`config.mk`:
```
export PLATFORM = sky130hd
export DESIGN_NAME = multicycle_control
export DESIGN_NICKNAME = d
export VERILOG_FILES = /design/src/rtl/mips_ctrl_pkg.sv /design/src/rtl/multicycle_control_alu_op_decode.sv /design/src/rtl/multicycle_control.sv
export SDC_FILE = /design/constraint.sdc
export NUM_CORES = 1
export LEC_CHECK = 0
export BUFFER_PORTS_ARGS = -buffer_cell sky130_fd_sc_hd__buf_2
export CORE_MARGIN = 2
export CORE_UTILIZATION = 42
export DETAILED_ROUTE_END_ITERATION = 6
export PLACE_DENSITY = 0.76
export SYNTH_ARGS = -nofsm -noshare
export SYNTH_HDL_FRONTEND = slang
export SYNTH_SLANG_ARGS = --single-unit
```
`constraint.sdc`:
```
create_clock -name clk -period 1.5 [get_ports clk]
set_input_delay 0.3 -clock clk [delete_from_list [all_inputs] [get_ports clk]]
set_output_delay 0.3 -clock clk [all_outputs]
set_load 0.05 [all_outputs]
```
`src/rtl/mips_ctrl_pkg.sv`:
```
`default_nettype none
// ============================================================================
// Module      : mips_ctrl_pkg
// Description : Shared definitions for the multicycle MIPS control unit:
//               FSM state encoding, ALU operation codes, mux select codes,
//               and the ISA opcode/funct constants the decoder dispatches on.
// Revision    : 1.0 - initial release
// ============================================================================
package mips_ctrl_pkg;

    // FSM states; FETCH must stay at 0 so the debug port reads 0000 in reset
    typedef enum logic [3:0] {
        FETCH    = 4'd0,
        DECODE   = 4'd1,
        EXEC_R   = 4'd2,
        EXEC_I   = 4'd3,
        MEM_ADDR = 4'd4,
        MEM_RD   = 4'd5,
        MEM_WR   = 4'd6,
        WB_R     = 4'd7,
        WB_I     = 4'd8,
        WB_MEM   = 4'd9,
        BRANCH   = 4'd10,
        JUMP     = 4'd11
    } state_t;

    // ALU operation codes
    localparam logic [2:0] c_alu_add   = 3'b000;
    localparam logic [2:0] c_alu_sub   = 3'b001;
    localparam logic [2:0] c_alu_shift = 3'b010;  // shifts, set-less-than, lui
    localparam logic [2:0] c_alu_and   = 3'b011;
    localparam logic [2:0] c_alu_or    = 3'b100;
    localparam logic [2:0] c_alu_xor   = 3'b101;
    localparam logic [2:0] c_alu_nor   = 3'b110;
    localparam logic [2:0] c_alu_none  = 3'b111;

    // ALU B-operand select
    localparam logic [1:0] c_srcb_reg     = 2'b00;
    localparam logic [1:0] c_srcb_four    = 2'b01;
    localparam logic [1:0] c_srcb_imm     = 2'b10;
    localparam logic [1:0] c_srcb_imm_sl2 = 2'b11;

    // PC source select
    localparam logic [1:0] c_pcsrc_alu    = 2'b00;
    localparam logic [1:0] c_pcsrc_aluout = 2'b01;
    localparam logic [1:0] c_pcsrc_jtgt   = 2'b10;
    localparam logic [1:0] c_pcsrc_rs     = 2'b11;

    // ISA opcodes and funct codes referenced by the control unit
    localparam logic [5:0] c_op_rtype    = 6'b000000;
    localparam logic [5:0] c_op_j        = 6'b000010;
    localparam logic [5:0] c_op_jal      = 6'b000011;
    localparam logic [5:0] c_op_beq      = 6'b000100;
    localparam logic [5:0] c_op_bne      = 6'b000101;
    localparam logic [5:0] c_op_lw       = 6'b100011;
    localparam logic [5:0] c_op_sw       = 6'b101011;
    localparam logic [5:0] c_funct_jr    = 6'b001000;
    localparam logic [5:0] c_funct_jalr  = 6'b001001;

    // Opcode class prefixes (upper bits) used for dispatch
    localparam logic [2:0] c_cls_itype   = 3'b001;
    localparam logic [2:0] c_cls_load    = 3'b100;
    localparam logic [2:0] c_cls_store   = 3'b101;

    // True for R-type register jumps (jr/jalr share funct prefix 00100)
    function automatic logic is_reg_jump(input logic [5:0] funct);
        return (funct[5:1] == c_funct_jr[5:1]);
    endfunction

endpackage : mips_ctrl_pkg
`default_nettype wire

```
`src/rtl/multicycle_control_alu_op_decode.sv`:
```
`default_nettype none
// ============================================================================
// Module      : alu_op_decode
// Description : Combinational mapping from funct (R-type) and opcode
//               (I-type) to ALU operation code and immediate sign-extend.
// Revision    : 1.0 - initial release
// ============================================================================
module alu_op_decode
    import mips_ctrl_pkg::*;
(
    input  logic [5:0] i_opcode,
    input  logic [5:0] i_funct,
    output logic [2:0] o_r_alu_op,
    output logic       o_r_sign_xtend,
    output logic [2:0] o_i_alu_op,
    output logic       o_i_sign_xtend
);

    // R-type: ALU operation selected by funct
    always_comb begin
        o_r_alu_op = c_alu_none;
        casez (i_funct)
            6'b10000?: o_r_alu_op = c_alu_add;
            6'b10001?: o_r_alu_op = c_alu_sub;
            6'b000???: o_r_alu_op = c_alu_shift;
            6'b1010??: o_r_alu_op = c_alu_shift;
            6'b100100: o_r_alu_op = c_alu_and;
            6'b100101: o_r_alu_op = c_alu_or;
            6'b100110: o_r_alu_op = c_alu_xor;
            6'b100111: o_r_alu_op = c_alu_nor;
            default:   o_r_alu_op = c_alu_none;
        endcase
        // odd funct codes are the unsigned variants
        o_r_sign_xtend = ~i_funct[0];
    end

    // I-type: ALU operation selected by opcode; logical immediates zero-extend
    always_comb begin
        o_i_alu_op = c_alu_none;
        casez (i_opcode)
            6'b00100?: o_i_alu_op = c_alu_add;
            6'b00101?: o_i_alu_op = c_alu_shift;
            6'b001100: o_i_alu_op = c_alu_and;
            6'b001101: o_i_alu_op = c_alu_or;
            6'b001110: o_i_alu_op = c_alu_xor;
            6'b001111: o_i_alu_op = c_alu_shift;
            default:   o_i_alu_op = c_alu_none;
        endcase
        o_i_sign_xtend = (i_opcode[5:2] == 4'b0010) ? ~i_opcode[0] : 1'b0;
    end

endmodule : alu_op_decode
`default_nettype wire

```
`src/rtl/multicycle_control.sv`:
```
`default_nettype none
// ============================================================================
// Module      : multicycle_control
// Description : Multicycle MIPS control FSM. Sequences fetch, decode,
//               execute, memory and write-back, and drives the datapath
//               mux selects, ALU operation and write strobes.
// Revision    : 1.0 - initial release
// ============================================================================
module multicycle_control
    import mips_ctrl_pkg::*;
(
    input  logic       clk,
    input  logic       reset,
    input  logic [5:0] opcode,
    input  logic [5:0] funct,
    input  logic       zero,
    input  logic       mem_ready,
    output logic       pc_write,
    output logic       ir_write,
    output logic       iord,
    output logic       mem_read,
    output logic       mem_write,
    output logic       mem2reg,
    output logic       reg_dst,
    output logic       reg_write,
    output logic       alu_src_a,
    output logic       sign_xtend,
    output logic       instr_done,
    output logic       illegal,
    output logic [1:0] alu_src_b,
    output logic [1:0] pc_src,
    output logic [2:0] alu_op,
    output logic [3:0] state
);

    state_t     r_state;
    state_t     w_next;

    logic       w_pc_write, w_ir_write, w_iord, w_mem_read, w_mem_write;
    logic       w_mem2reg, w_reg_dst, w_reg_write, w_alu_src_a, w_sign_xtend;
    logic       w_instr_done, w_illegal;
    logic [1:0] w_alu_src_b, w_pc_src;
    logic [2:0] w_alu_op;

    logic [2:0] w_r_alu_op, w_i_alu_op;
    logic       w_r_sign_xtend, w_i_sign_xtend;

    alu_op_decode u_alu_op_decode (
        .i_opcode       (opcode),
        .i_funct        (funct),
        .o_r_alu_op     (w_r_alu_op),
        .o_r_sign_xtend (w_r_sign_xtend),
        .o_i_alu_op     (w_i_alu_op),
        .o_i_sign_xtend (w_i_sign_xtend)
    );

    // State register; reset returns to FETCH and abandons any instruction
    always_ff @(posedge clk) begin
        if (reset) begin
            r_state <= FETCH;
        end else begin
            r_state <= w_next;
        end
    end

    // Next-state and per-state datapath controls
    always_comb begin
        w_next       = r_state;
        w_pc_write   = 1'b0;
        w_ir_write   = 1'b0;
        w_iord       = 1'b0;
        w_mem_read   = 1'b0;
        w_mem_write  = 1'b0;
        w_mem2reg    = 1'b0;
        w_reg_dst    = 1'b0;
        w_reg_write  = 1'b0;
        w_alu_src_a  = 1'b0;
        w_sign_xtend = 1'b0;
        w_instr_done = 1'b0;
        w_illegal    = 1'b0;
        w_alu_src_b  = c_srcb_reg;
        w_pc_src     = c_pcsrc_alu;
        w_alu_op     = c_alu_none;

        case (r_state)
            FETCH: begin
                // PC+4 computed every fetch cycle, committed only on completion
                w_mem_read  = 1'b1;
                w_alu_src_b = c_srcb_four;
                w_alu_op    = c_alu_add;
                if (mem_ready) begin
                    w_ir_write = 1'b1;
                    w_pc_write = 1'b1;
                    w_next     = DECODE;
                end
            end
            DECODE: begin
                // Speculative branch target into ALUOut
                w_alu_src_b = c_srcb_imm_sl2;
                w_alu_op    = c_alu_add;
                casez (opcode)
                    c_op_rtype: w_next = is_reg_jump(funct) ? JUMP : EXEC_R;
                    6'b00001?:  w_next = JUMP;
                    6'b00010?:  w_next = BRANCH;
                    6'b001???:  w_next = EXEC_I;
                    6'b10????:  w_next = MEM_ADDR;
                    default: begin
                        w_illegal = 1'b1;
                        w_next    = FETCH;
                    end
                endcase
            end
            EXEC_R: begin
                w_alu_src_a  = 1'b1;
                w_alu_src_b  = c_srcb_reg;
                w_alu_op     = w_r_alu_op;
                w_sign_xtend = w_r_sign_xtend;
                w_next       = WB_R;
            end
            EXEC_I: begin
                w_alu_src_a  = 1'b1;
                w_alu_src_b  = c_srcb_imm;
                w_alu_op     = w_i_alu_op;
                w_sign_xtend = w_i_sign_xtend;
                w_next       = WB_I;
            end
            MEM_ADDR: begin
                w_alu_src_a  = 1'b1;
                w_alu_src_b  = c_srcb_imm;
                w_alu_op     = c_alu_add;
                w_sign_xtend = 1'b1;
                w_next       = (opcode[5:3] == c_cls_store) ? MEM_WR : MEM_RD;
            end
            MEM_RD: begin
                w_iord     = 1'b1;
                w_mem_read = 1'b1;
                if (mem_ready) begin
                    w_next = WB_MEM;
                end
            end
            MEM_WR: begin
                w_iord      = 1'b1;
                w_mem_write = 1'b1;
                if (mem_ready) begin
                    w_instr_done = 1'b1;
                    w_next       = FETCH;
                end
            end
            WB_R: begin
                w_reg_write  = 1'b1;
                w_reg_dst    = 1'b1;
                w_instr_done = 1'b1;
                w_next       = FETCH;
            end
            WB_I: begin
                w_reg_write  = 1'b1;
                w_instr_done = 1'b1;
                w_next       = FETCH;
            end
            WB_MEM: begin
                w_reg_write  = 1'b1;
                w_mem2reg    = 1'b1;
                w_instr_done = 1'b1;
                w_next       = FETCH;
            end
            BRANCH: begin
                // opcode[0] distinguishes bne from beq
                w_alu_src_a  = 1'b1;
                w_alu_src_b  = c_srcb_reg;
                w_alu_op     = c_alu_sub;
                w_pc_src     = c_pcsrc_aluout;
                w_pc_write   = zero ^ opcode[0];
                w_instr_done = 1'b1;
                w_next       = FETCH;
            end
            JUMP: begin
                w_pc_write   = 1'b1;
                w_pc_src     = (opcode == c_op_rtype) ? c_pcsrc_rs : c_pcsrc_jtgt;
                w_instr_done = 1'b1;
                w_next       = FETCH;
            end
            default: begin
                w_next = FETCH;
            end
        endcase
    end

    // Reset forces every output (including the debug state) to zero
    assign pc_write   = reset ? 1'b0 : w_pc_write;
    assign ir_write   = reset ? 1'b0 : w_ir_write;
    assign iord       = reset ? 1'b0 : w_iord;
    assign mem_read   = reset ? 1'b0 : w_mem_read;
    assign mem_write  = reset ? 1'b0 : w_mem_write;
    assign mem2reg    = reset ? 1'b0 : w_mem2reg;
    assign reg_dst    = reset ? 1'b0 : w_reg_dst;
    assign reg_write  = reset ? 1'b0 : w_reg_write;
    assign alu_src_a  = reset ? 1'b0 : w_alu_src_a;
    assign sign_xtend = reset ? 1'b0 : w_sign_xtend;
    assign instr_done = reset ? 1'b0 : w_instr_done;
    assign illegal    = reset ? 1'b0 : w_illegal;
    assign alu_src_b  = reset ? 2'b00 : w_alu_src_b;
    assign pc_src     = reset ? 2'b00 : w_pc_src;
    assign alu_op     = reset ? 3'b000 : w_alu_op;
    assign state      = reset ? 4'b0000 : r_state;

endmodule : multicycle_control
`default_nettype wire

```
==> results of run 1 <==
[through the flow]
step | setup TNS, ns | hold slack [ns] | util | cells | instance area [sq um]
3_3_place_gp | -3.32 | 0.601 | 0.770 | 223 | 1480
2_1_floorplan | -2.83 | 0.486 | - | 129 | 1040
3_5_place_dp | -4.00 | 0.611 | 0.770 | 223 | 1480
[cells in the mapped netlist, types with 2 or more instances]
cell type / instances
nor2_1: 14
nand2b_1: 12
nor3_1: 9
o21ai_0: 8
a21oi_1: 7
nand2_1: 7
buf_2: 5
clkbuf_1: 5
a31oi_1: 4
and3_1: 4
dfxtp_1: 4
nor2b_1: 4
inv_1: 3
o211ai_1: 3
xnor2_1: 3
xor2_1: 3
a211o_1: 2
a211oi_1: 2
and2_1: 2
o2111ai_1: 2
o22ai_1: 2
[kinds of logic after synthesis]
family          after synthesis
simple gates                 65
compound gates               39
buf+inv                      14
xor+xnor                      6
flops                         4
mux                           1
==> results by group, run 1 <==
Run status
  • Status: stopped before the end
  • Stop Error: [ERROR DPL-0038] Utilization greater than 100%, impossible to legalize
  • Exit stage: 4_1_cts

Place
  • Routability Congestion: around 0.89
  • DP HPWL: 2560 microns
  • Setup slack at placement: -0.464 ns
  • IO Port Bufs: 38

Yosys
  • Dominant cell type by area after synthesis: dfxtp_1
  • Compound-Gate Fraction of Synth Area: 0.308
  • Cell count after synthesis: 129
  • Synthesized-area fraction occupied by adder cells: 0
  • Synth top area share: 0.0947
  • Post-synthesis mux area share: 0.0118
  • Post-synth EDFFs: 0
  • Synth Register Bits: 4
  • Largest family of logic cells by synthesized area: simple AND/OR/NAND/NOR gates
  • Syn_area_per_cell: around 6.6 sq um
  • Synthesized area: 846 sq um
  • Post-synth net total: between 100 and 150
  • Post-synthesis simple-gate area fraction: 0.454
  • Post-synthesis xor/xnor area fraction: 0.0621
  • Yosys warnings: 0
  • Most used DFF post-synth: dfxtp_1
  • Post-synth cell types: 45
  • Share of the yosys chip area belonging to registers: 0.0947
  • Leading post-synthesis cells by cell area: dfxtp_1 (9.5%), nand2b_1 (8.9%), nor2_1 (6.2%)
  • FFs w/ async S/R, synth: 0

Clock tree
  • Cts hold-fix bufs: 0
  • Root Buffer: clkbuf_4
  • Clk buf depth: 2
  • Buffer count from post-CTS setup fixing: 13
  • CTS buffer count: 3
  • CTS H-tree depth: 1
  • CTS Sinks: 4
  • Post-cts resize count: 107

Floorplan
  • Starting Density: 0.440
  • Die width: approximately 49 microns
  • # rows: 16
  • Die Y: about 50 microns
  • Num ports: 39
==> inputs of run 2 (changes only) <==
--- a/config.mk
+++ b/config.mk
@@ -6,10 +6,10 @@
 export NUM_CORES = 1
 export LEC_CHECK = 0
 export BUFFER_PORTS_ARGS = -buffer_cell sky130_fd_sc_hd__buf_2
-export CORE_MARGIN = 2
-export CORE_UTILIZATION = 42
+export CORE_AREA = 2 2 63 65
 export DETAILED_ROUTE_END_ITERATION = 6
-export PLACE_DENSITY = 0.76
+export DIE_AREA = 0 0 65 67
+export PLACE_DENSITY_LB_ADDON = 0.15
 export SYNTH_ARGS = -nofsm -noshare
 export SYNTH_HDL_FRONTEND = slang
 export SYNTH_SLANG_ARGS = --single-unit
==> constraint.sdc (replaced) <==
create_clock -name clk -period 1.95 [get_ports clk]
set_input_delay 0.39 -clock clk [delete_from_list [all_inputs] [get_ports clk]]
set_output_delay 0.39 -clock clk [all_outputs]
set_load 0.05 [all_outputs]
==> run 2 against run 1 <==
  * The flow now finishes, with violations (setup timing)
  * Synthesized cell count unchanged
  * Area after synthesis stayed put
==> results by group, run 2 <==
Run status
  • Status: complete, but fails checks
  • Failing checks: setup timing

Routing
  • Routed WL: roughly 3000 microns
  • Routed wire per std cell: 12.9 microns
  • Vias per std cell: 5.00
  • Initial DRT Pass Iterations: 4
  • DRT antenna net count: 0
  • Via count: 1160
  • Initial DRC count: 70
  • Post-route DRC: 0

Timing
  • Minimum clock period: around 2.0 ns
  • Final setup violating endpoints: 2
  • Max_slew headroom: 0.790
  • Fin. Hold Viols: 0
  • Final WS setup: -0.0930 ns
  • Worst slew pin tran: about 0.31 ns
  • RSZ-0062 raised after global routing: yes
  • Final period util: 1.05
  • Slew Limit Fails: 0
  • Hold_ws: 0.558 ns
  • Max Clk Rate: 489 MHz
  • Setup Skew: 0.00580 ns

Clock tree
  • Clk buf depth: 2 (unchanged)
  • CTS H-tree depth: 1 (unchanged)
  • Cts hold-fix bufs: 0 (unchanged)
  • CTS Sinks: 4 (unchanged)
  • CTS clk-pin slew, worst paths: 0.03 ns
  • Clock Latency Late Sink: 0.22 ns
  • Buffer count from post-CTS setup fixing: 0 (-13)
  • Root Buffer: clkbuf_8
  • TritonCTS clock tree: done
  • CTS buffer count: 3 (unchanged)

Worst setup path
  • Peak per-stage delay on the critical path: 0.42 ns
  • Worst Setup End Kind: output port
  • CP Data Required Time: between 1.5 and 2 ns
  • Slowest-stage cell, CP: or3b_4
  • Critical path fanouts, max: 4
  • Critical path class: in -> out
  • Crit path DAT: 1.65 ns
  • Worst Reg-to-Reg Cells: 5
  • CP Cell Sequence: buf_6 -> or3b_4 -> o32a_1 -> o22ai_2 -> and2_4 -> buf_8
  • Startpoint types: input port
  • R2R Path End: r_state[1]
  • Reg2reg start: r_state[2]
  • Worst R2R Setup Slack: 0.31 ns

Pwr
  • Power Dens Cells: 627 nW/um^2
  • Worst VDD drop: about 0.27 mV
  • Static leakage: 0.644 nW

Place
  • Setup slack at placement: -0.247 ns (+0.217 ns)
  • Dpl cells: 229 (+2.7%)
  • DP HPWL: 2490 microns (-3.1%)
  • IO Port Bufs: 38 (unchanged)
  • Routability Congestion: 0.841 (-5.8%)
  • Dpl cell area: 1320 sq um (-11%)

Hold path
  • Hold path cells: 4
  • Worst Hold Launch: mem_ready
  • HP Class: in -> reg
  • Hold EP: r_state[2]

GRT
  • M1 GR Usage: 0.189
  • Vias in the first global route: 1087
  • Met2 Use GR: 0.255
  • Initial antenna violation count: 0
  • Total global routing overflow: 0
  • GRT busiest layer: met2
  • First-pass GRT wire length: 5070 microns
  • Pin count of the biggest net entering global routing: 19
  • Gr usage total: 0.149
  • GR Layer Usage met3: 0.0270

Yosys
  • FFs w/ async S/R, synth: 0 (unchanged)
  • Most common cell in the netlist: nor2_1
  • Post-synthesis simple-gate area fraction: 0.454 (unchanged)
  • Synthesized area: 846 sq um (unchanged)
  • Commonest cells post-synth: nor2_1 (14), nand2b_1 (12), nor3_1 (9), o21ai_0 (8)
  • Dominant cell type by area after synthesis: dfxtp_1
  • Post-synth cell types: 45 (unchanged)
  • Post-synthesis mux area share: 0.0118 (unchanged)
  • Leading post-synthesis cells by cell area: dfxtp_1 (9.5%), nand2b_1 (8.9%), nor2_1 (6.2%)
  • Post-synth net total: 145 (unchanged)
  • Post-synth EDFFs: 0 (unchanged)
  • Synth top area share: 0.0947 (unchanged)
  • Synthesized-area fraction occupied by adder cells: 0 (unchanged)
  • Synth Register Bits: 4 (unchanged)
  • Share of the yosys chip area belonging to registers: 0.0947 (unchanged)
  • Largest family of logic cells by synthesized area: simple AND/OR/NAND/NOR gates
  • Cell count after synthesis: 129 (unchanged)
  • Most used DFF post-synth: dfxtp_1
  • Compound-Gate Fraction of Synth Area: 0.308 (unchanged)
  • Syn_area_per_cell: 6.56 sq um (unchanged)
  • Post-synthesis xor/xnor area fraction: 0.0621 (unchanged)
  • Yosys warnings: 0 (unchanged)

Final layout
  • Finished Cell Area: ~1500 sq um
  • Diode count: 0
  • Share of layout cells above drive strength 1: 0.516
  • Top Registers: r_state (4)
  • Final layout net count: 202
  • Final Non-Filler Cells: around 230
  • Fillers: 384
  • Max reg flops: 4
  • Most flops, register: r_state
  • Most common cell after layout, fill and taps aside: buf_4
  • Area grow syn2layout: 75.6%
  • Most frequent cells in the layout: buf_4 (28), buf_2 (21), nor2_1 (12), nand2b_1 (11)

Floorplan
  • Num ports: 39 (unchanged)
  • Starting Density: 0.235 (-0.206)
  • DIE AREA: ~4400 sq um
  • Die Y: 67 microns (+37%)
  • # rows: 22 (+6)
  • Die width: 65 microns (+33%)
  • Core Footprint: 3610 sq um

Flow run
  • Total of max-cap violations: 0
run 2: logic make-up after synthesis:
group | Yosys count
flops | 4
compound gates | 39
buf+inv | 14
mux | 1
xor+xnor | 6
simple gates | 65
run 2: layer usage:
layer	part of all wire	wire, microns	up-vias
met5	0	0	-
met4	0.0073	22	0
li1	-	-	589
met3	0.051	153	2
met2	0.47	1410	32
met1	0.47	1420	537
run 2: power by group:
part	total [mW]	internal, mW	switching, mW
sequential	0.121	0.0966	0.0245
combinational	0.634	0.245	0.389
clock	0.175	0.132	0.0436
run 2: repair_timing:
item / in CTS / in global routing
pin swaps: 3 / 1
setup endpoints to repair: 14 / 16
resized for setup: 18 / 20
endpoints found under the hold margin: 0 / 0
run 2: metrics by stage:
| step | utilization | TNS, ns | power [mW] |
|---|---|---|---|
| final | 0.412 | -0.118 | 0.931 |
| after global routing | 0.412 | -0.315 | 0.996 |
| after CTS | 0.392 | -0.159 | 0.907 |
| after detailed placement | 0.367 | -0.457 | 0.711 |
| after global placement | 0.367 | -0.466 | 0.708 |
| after floorplan | - | -0.535 | 0.511 |
run 2: how the worst max path moves through the flow:
stage / endpoint / from / cells past startpoint / slack [ns]
final: sign_xtend / opcode[5] / 6 / -0.09
after global routing: sign_xtend / opcode[5] / 6 / -0.13
after CTS: sign_xtend / opcode[5] / 6 / -0.11
after detailed placement: sign_xtend / opcode[5] / 6 / -0.25
after global placement: sign_xtend / opcode[5] / 6 / -0.23
after floorplan: pc_write / r_state[1] / 4 / -0.37
run 2: cell type report:
cell class                 count  area (sq um)  share of cell area
clock buffer                   3          41.3              0.0278
timing repair buffer          63           458               0.308
tap                           48          60.1              0.0404
inverter                       3          11.3             0.00758
sequential                     4          83.8              0.0564
multi-input combinational    111           831               0.559
run 2: worst max-delay path: cells and delay by family:
kind,cells,cell delay (ns)
buffers and inverters,2,0.22
AOI/OAI and AO/OA,2,0.46
and+or+nand+nor,2,0.58
(Power assumes the default switching activity.)
==> inputs of run 3 (changes only) <==
--- a/config.mk
+++ b/config.mk
@@ -10,6 +10,7 @@
 export DETAILED_ROUTE_END_ITERATION = 6
 export DIE_AREA = 0 0 65 67
 export PLACE_DENSITY_LB_ADDON = 0.15
+export SETUP_SLACK_MARGIN = 0.02
 export SYNTH_ARGS = -nofsm -noshare
 export SYNTH_HDL_FRONTEND = slang
 export SYNTH_SLANG_ARGS = --single-unit
==> constraint.sdc (replaced) <==
create_clock -name clk -period 2.3 [get_ports clk]
set_input_delay 0.46 -clock clk [delete_from_list [all_inputs] [get_ports clk]]
set_output_delay 0.46 -clock clk [all_outputs]
set_load 0.05 [all_outputs]
==> run 3 against run 2 <==
  * The flow now finishes without violations
  * Sequential power decreased by 7%
  * Die area stayed put
  * Clock-buffer cell count unchanged
==> results by group, run 3 (synthesis results as in run 2) <==
Run status
  • Status: completed

Place
  • IO Port Bufs: 38 (unchanged)
  • DP HPWL: 2290 microns (-7.7%)
  • Routability Congestion: 0.817 (-2.8%)
  • Setup slack at placement: -0.0121 ns (+0.235 ns)

Routing
  • Post-route DRC: 0 (unchanged)
  • M1 WL: 1440 microns (+1.8%)
  • Routed wl met3: 128 microns (-16%)
  • Top sig layer: met3
  • Met2 WL: 1290 microns (-8.2%)
  • DRT antenna net count: 0 (unchanged)
  • Initial DRC count: 42 (-40%)
  • Initial DRT Pass Iterations: 4 (unchanged)
  • Routed wire per std cell: 13.0 microns (+0.63%)
  • Routed WL: 2860 microns (-4.6%)
  • Vias per std cell: 5.09 (+1.8%)
  • Via count: 1120 (-3.4%)

Clock tree
  • Root Buffer: clkbuf_8
  • Buffer count from post-CTS setup fixing: 0 (unchanged)
  • TritonCTS clock tree: done
  • Clk buf depth: 2 (unchanged)
  • Cts hold-fix bufs: 0 (unchanged)
  • CTS H-tree depth: 1 (unchanged)
  • CTS clk-pin slew, worst paths: 0.03 ns (about the same)
  • CTS Sinks: 4 (unchanged)
  • Clock Latency Late Sink: 0.21 ns (about the same)
  • CTS buffer count: 3 (unchanged)

Timing
  • Max Clk Rate: 448 MHz
  • Setup Skew: 0.00215 ns (-0.00365 ns)
  • Final WS setup: 0.0681 ns (+0.161 ns)
  • Final period util: 0.970
  • Max_slew headroom: 0.692 (-0.0990)
  • Final setup violating endpoints: 0 (-2)
  • Fin. Hold Viols: 0 (unchanged)
  • Minimum clock period: 2.23 ns
  • RSZ-0062 raised after global routing: yes
  • Slew Limit Fails: 0 (unchanged)
  • Worst slew pin tran: 0.457 ns (+0.147 ns)

Final layout
  • Top Registers: r_state (4)
  • Area of the multi-input gates: 766 sq um (-7.8%)
  • Most frequent cells in the layout: buf_2 (36), nor2_1 (13), buf_4 (13), nand2b_1 (12), o21ai_0 (8)
  • Max reg flops: 4 (unchanged)
  • Most common cell after layout, fill and taps aside: buf_2
  • Area grow syn2layout: 48.5%
  • Share of layout cells above drive strength 1: 0.419 (-0.0977)
  • Diode count: 0 (unchanged)
  • Final layout net count: 190 (-5.9%)
  • Sequential Area: 81.3 sq um (-3.0%)
  • Most flops, register: r_state
  • Fillers: 427 (+11%)

Floorplan
  • Starting Density: 0.235 (unchanged)
  • Core Footprint: 3610 sq um (unchanged)
  • Die width: 65 microns (unchanged)
  • Num ports: 39 (unchanged)
  • DIE AREA: 4360 sq um (unchanged)
  • Die Y: 67 microns (unchanged)
  • # rows: 22 (unchanged)

Worst setup path
  • Worst Reg-to-Reg Cells: 6 (+1)
  • Critical path class: in -> out
  • Peak per-stage delay on the critical path: 0.42 ns (about the same)
  • Critical path fanouts, max: 4 (unchanged)
  • CP Cell Sequence: buf_2 -> or3b_4 -> a2111oi_1 -> buf_4 -> nor3_2 -> buf_2
  • WP buf/inv: 3 (+1)
  • Slowest-stage cell, CP: or3b_4
  • Crit path DAT: 1.77 ns (+0.12 ns)
  • WP depth: 6 (unchanged)
  • CP Data Required Time: 1.84 ns (+0.28 ns)
  • Top delay family on crit path: buffers and inverters
  • Most used cell, CP: buf_2
  • Startpoint types: input port
  • Worst Setup End Kind: output port

Hold path
  • Hold path cells: 4 (unchanged)
  • HP Class: in -> reg

Pwr
  • Static leakage: 0.564 nW (-12%)
  • Power Dens Cells: 560 nW/um^2 (-11%)
  • Worst VDD drop: 0.139 mV (-49%)
  • Power, Total: 704 uW (-24%)

GRT
  • First-pass GRT wire length: 4930 microns (-2.9%)
  • Pin count of the biggest net entering global routing: 19 (unchanged)
  • Vias in the first global route: 1047 (-3.7%)
  • Gr usage total: 0.137 (-0.0114)
  • Initial antenna violation count: 0 (unchanged)
  • Total global routing overflow: 0 (unchanged)

Flow run
  • Total of max-cap violations: 0 (unchanged)
## run 3: changes by cell type in the layout (fill, tap and decap cells not counted), moves of 2 or more
| cell | before | now |
|---|---|---|
| buf_2 | 21 | 36 |
| nor3_2 | 2 | 5 |
| nor3_4 | 3 | 0 |
| and3_2 | 3 | 0 |
| dfxtp_1 | 1 | 3 |
| dfxtp_2 | 3 | 1 |
| buf_6 | 8 | 1 |
| buf_4 | 28 | 13 |
| and3_1 | 1 | 4 |
| clkbuf_4 | 5 | 1 |
## run 3: repair_timing
item                                   4_1_cts  5_1_grt
pin swaps                                    0        1
gates resized for setup                      1        5
setup endpoints to repair                    1        4
endpoints found under the hold margin        0        0
## run 3: final cells by class
| cell class | count | share of cell area |
|---|---|---|
| timing repair buffer | 51 | 0.236 |
| sequential | 4 | 0.0647 |
| inverter | 3 | 0.00896 |
| multi-input combinational | 111 | 0.610 |
| tap | 48 | 0.0478 |
| clock buffer | 3 | 0.0329 |
## run 3: layer usage
| metal | up-vias | global-route usage |
|---|---|---|
| met5 | - | 0 |
| met4 | 0 | 0.00798 |
| met3 | 0 | 0.0135 |
| met2 | 32 | 0.232 |
| met1 | 527 | 0.196 |
| li1 | 561 | - |
## run 3: where the power goes
group          switching [mW]  leakage (nW)  internal (mW)  total (mW)
Combinational           0.292         0.510          0.155       0.447
Clock                  0.0329        0.0216          0.111       0.144
Sequential             0.0309        0.0329         0.0811       0.112
## run 3: worst paths after layout
path	startpoint	to	slack (ns)
max	opcode[5]	alu_op[2]	0.07
min reg2reg	r_state[0]	r_state[1]	0.72
max reg2reg	r_state[2]	r_state[1]	0.36
min	mem_ready	r_state[2]	0.63
## run 3: through the flow
step / cells / instance area (sq um) / utilization / TNS, ns / hold slack, ns
CTS: 220 / 1240 / 0.345 / 0 / 0.620
global route: 220 / 1260 / 0.348 / 0 / 0.662
finish: 220 / 1260 / 0.348 / 0 / 0.628
floorplan: 129 / 901 / - / -0.219 / 0.654
global placement: 217 / 1200 / 0.333 / -0.00713 / 0.748
detailed placement: 217 / 1200 / 0.333 / -0.0121 / 0.717
## run 3: worst register-to-register path, cell delays in order (launching register included)
cell	delay (ns)
dfxtp_1	0.43
buf_4	0.22
buf_4	0.15
or4_1	0.50
o2111ai_1	0.17
nor3_1	0.09
a211o_1	0.27
==> inputs of run 4 (changes only) <==
--- a/config.mk
+++ b/config.mk
@@ -10,7 +10,9 @@
 export DETAILED_ROUTE_END_ITERATION = 6
 export DIE_AREA = 0 0 65 67
 export PLACE_DENSITY_LB_ADDON = 0.15
+export REMOVE_ABC_BUFFERS = 1
 export SETUP_SLACK_MARGIN = 0.02
 export SYNTH_ARGS = -nofsm -noshare
 export SYNTH_HDL_FRONTEND = slang
+export SYNTH_HIERARCHICAL = 1
 export SYNTH_SLANG_ARGS = --single-unit
==> run 4 against run 3 <==
  * Flip-flop and latch count did not move
  * Via count grew 6.6%
  * Non-clock buffer count shrank 4
  * Core utilization grew 0.45 points
  * Highest routed layer unchanged
  * Wire length increased by 14%
  * First-iteration DRC count rose by 100%
==> results by group, run 4 <==
Floorplan
  • Starting Density: 0.262 (+0.0271)
  • Core Footprint: 3610 sq um (unchanged)
  • # rows: 22 (unchanged)
  • DIE AREA: 4360 sq um (unchanged)
  • Num ports: 39 (unchanged)
  • Die Y: 67 microns (unchanged)
  • Die width: 65 microns (unchanged)

Routing
  • Routed wire per std cell: 14.2 microns (+9.5%)
  • Post-route DRC: 0 (unchanged)
  • DRT antenna net count: 0 (unchanged)
  • Initial DRC count: 86 (+100%)
  • Initial DRT Pass Iterations: 4 (unchanged)
  • Via count: 1194 (+6.6%)
  • Vias per std cell: 5.24 (+2.9%)
  • Routed WL: 3250 microns (+14%)

Timing
  • Fin. Hold Viols: 0 (unchanged)
  • Minimum clock period: 2.21 ns (-0.0179 ns)
  • Final setup violating endpoints: 0 (unchanged)
  • Worst slew pin tran: 0.450 ns (-0.00702 ns)
  • Max_slew headroom: 0.698 (+0.00674)
  • Setup Skew: 0.000125 ns (-0.00202 ns)
  • Max Clk Rate: 452 MHz (+0.81%)
  • RSZ-0062 raised after global routing: no
  • Final period util: 0.963 (-0.00780)
  • Slew Limit Fails: 0 (unchanged)
  • Final WS setup: 0.0860 ns (+0.0179 ns)

Yosys
  • Synth top area share: 0.0849 (-0.00979)
  • Leading post-synthesis cells by cell area: dfxtp_1 (8.5%), o21ai_0 (5.8%), nor2_1 (5.6%)
  • Synthesized area: 943 sq um (+12%)
  • Share of the yosys chip area belonging to registers: 0.0849 (-0.00979)
  • FFs w/ async S/R, synth: 0 (unchanged)
  • Most common cell in the netlist: nor2_1
  • Cell count after synthesis: 141 (+9.3%)
  • Syn_area_per_cell: 6.69 sq um (+2.0%)
  • Yosys warnings: 6 (+6)
  • Commonest cells post-synth: nor2_1 (14), o21ai_0 (11), nand2_1 (10), buf_2 (8), a21oi_1 (7)
  • Dominant cell type by area after synthesis: dfxtp_1
  • Synth Register Bits: 4 (unchanged)
  • Post-synth cell types: 48 (+6.7%)
  • Post-synth EDFFs: 0 (unchanged)
  • Most used DFF post-synth: dfxtp_1

Worst setup path
  • Peak per-stage delay on the critical path: 0.26 ns (-0.16 ns)
  • Top delay family on crit path: simple AND/OR/NAND/NOR gates
  • Critical path class: in -> out
  • Worst Reg-to-Reg Cells: 5 (-1)
  • Crit path DAT: 1.75 ns (-0.02 ns)
  • Startpoint types: input port
  • Reg2reg start: r_state[0]
  • Critical path fanouts, max: 6 (+2)
  • R2R Path End: r_state[1]
  • Worst Setup End Kind: output port
  • Worst R2R Setup Slack: 0.82 ns (+0.46 ns)
  • CP Data Required Time: 1.84 ns (about the same)
  • Slowest-stage cell, CP: nor3b_4
  • CP Cell Sequence: buf_2 -> nor3b_4 -> nor3b_1 -> mux2_2 -> nand2_1 -> a211oi_2 -> buf_6
  • WP buf/inv: 2 (-1)

Clock tree
  • CTS Sinks: 4 (unchanged)
  • CTS buffer count: 3 (unchanged)
  • CTS clk-pin slew, worst paths: 0.03 ns (about the same)
  • TritonCTS clock tree: done
  • Clock Latency Late Sink: 0.21 ns (about the same)
  • Clk buf depth: 2 (unchanged)
  • CTS H-tree depth: 1 (unchanged)
  • Root Buffer: clkbuf_8
  • Buffer count from post-CTS setup fixing: 0 (unchanged)

Final layout
  • Util after Layout: 0.353 (+0.00451)
  • Diode count: 0 (unchanged)
  • Most frequent cells in the layout: buf_2 (36), nor2_1 (14), o21ai_0 (11), nand2_1 (10), buf_4 (10)
  • Final layout net count: 198 (+4.2%)
  • Fillers: 416 (-2.6%)
  • Max reg flops: 4 (unchanged)
  • Area grow syn2layout: 34.9%
  • Share of layout cells above drive strength 1: 0.344 (-0.0742)
  • Top Registers: r_state (4)
  • Most flops, register: r_state
  • Most common cell after layout, fill and taps aside: buf_2

GRT
  • Total global routing overflow: 0 (unchanged)
  • First-pass GRT wire length: 5460 microns (+11%)
  • Vias in the first global route: 1154 (+10%)
  • Initial antenna violation count: 0 (unchanged)
  • Pin count of the biggest net entering global routing: 20 (+1)
  • Gr usage total: 0.159 (+0.0213)

Place
  • Setup slack at placement: -0.0212 ns (-0.00907 ns)
  • IO Port Bufs: 38 (unchanged)
  • DP HPWL: 2520 microns (+10%)
  • Routability Congestion: 0.787 (-3.7%)

Pwr
  • Static leakage: 0.526 nW (-6.8%)
  • Power Dens Cells: 558 nW/um^2 (-0.42%)
  • Pint: 346 uW (-0.32%)
  • Sw power: 363 uW (+2.0%)
  • Worst VDD drop: 0.296 mV (+110%)
  • Comb pwr share: 0.642 (+0.006)
  • Switching portion of total power: 0.512 (+0.00580)
  • Clock group share of total power: 0.203 (-0.002)
  • Sequential share of power: 0.155 (-0.004)

Hold path
  • HP Class: in -> reg
  • Hold path cells: 4 (unchanged)
  • Hold EP: r_state[0]
  • Worst Hold Launch: mem_ready

Flow run
  • Total of max-cap violations: 0 (unchanged)

Run status
  • Status: completed
## run 4: tightest hold or removal path: cells and delay by family
family                 cells  cell delay [ns]
and+or+nand+nor            1             0.06
AOI/OAI and AO/OA          2             0.19
buffers and inverters      1             0.13
## run 4: logic make-up after synthesis
logic type,after synthesis,synth area share
compound gates,43,0.304
xor+xnor,6,0.0557
buf+inv,18,0.0822
flops,4,0.0849
mux,2,0.0225
simple gates,68,0.451
## run 4: worst max-delay path by stage
stage	from	end	slack [ns]	depth (start not counted)
global route	opcode[4]	sign_xtend	0.007	7
floorplan	r_state[3]	mem2reg	-0.82	2
detailed placement	opcode[4]	sign_xtend	-0.02	7
finish	opcode[4]	sign_xtend	0.09	7
CTS	opcode[4]	sign_xtend	0.02	7
global placement	opcode[4]	sign_xtend	0.08	7
## run 4: what timing repair did
action                                  in CTS  in global routing
endpoints found under the setup margin       1                  9
hold buffers                                 0                  0
resized for setup                            1                  6
## run 4: layout make-up
type	instances	area, sq um	share of cell area
Clock buffer	3	41.3	0.0324
Inverter	7	26.3	0.0206
Timing Repair Buffer	47	267	0.209
Multi-Input combinational cell	119	797	0.626
Sequential cell	4	81.3	0.0639
Tap cell	48	60.1	0.0472
## run 4: power groups by stage
stage | Clock (mW) | Combinational [mW] | Sequential (mW)
6_report | 0.144 | 0.455 | 0.110
2_1_floorplan | 0 | 0.292 | 0.124
4_1_cts | 0.147 | 0.452 | 0.110
5_1_grt | 0.155 | 0.494 | 0.115
3_5_place_dp | 0 | 0.449 | 0.111
3_3_place_gp | 0 | 0.446 | 0.111
## run 4: metal layers
layer	global-route usage	share of wire	up-vias
li1	-	-	595
met1	0.211	0.48	567
met2	0.265	0.47	32
met3	0.0186	0.044	0
met4	0.0505	0	0
met5	0	0	-
## run 4: through the flow
step | setup TNS, ns | power, mW | hold WS, ns | instance area (sq um) | cells
floorplan | -4.46 | 0.416 | 0.576 | 892 | 130
global placement | 0 | 0.557 | 0.761 | 1210 | 225
detailed placement | -0.0212 | 0.560 | 0.767 | 1210 | 225
CTS | 0 | 0.709 | 0.692 | 1250 | 228
global route | 0 | 0.765 | 0.729 | 1270 | 228
finish | 0 | 0.710 | 0.684 | 1270 | 228
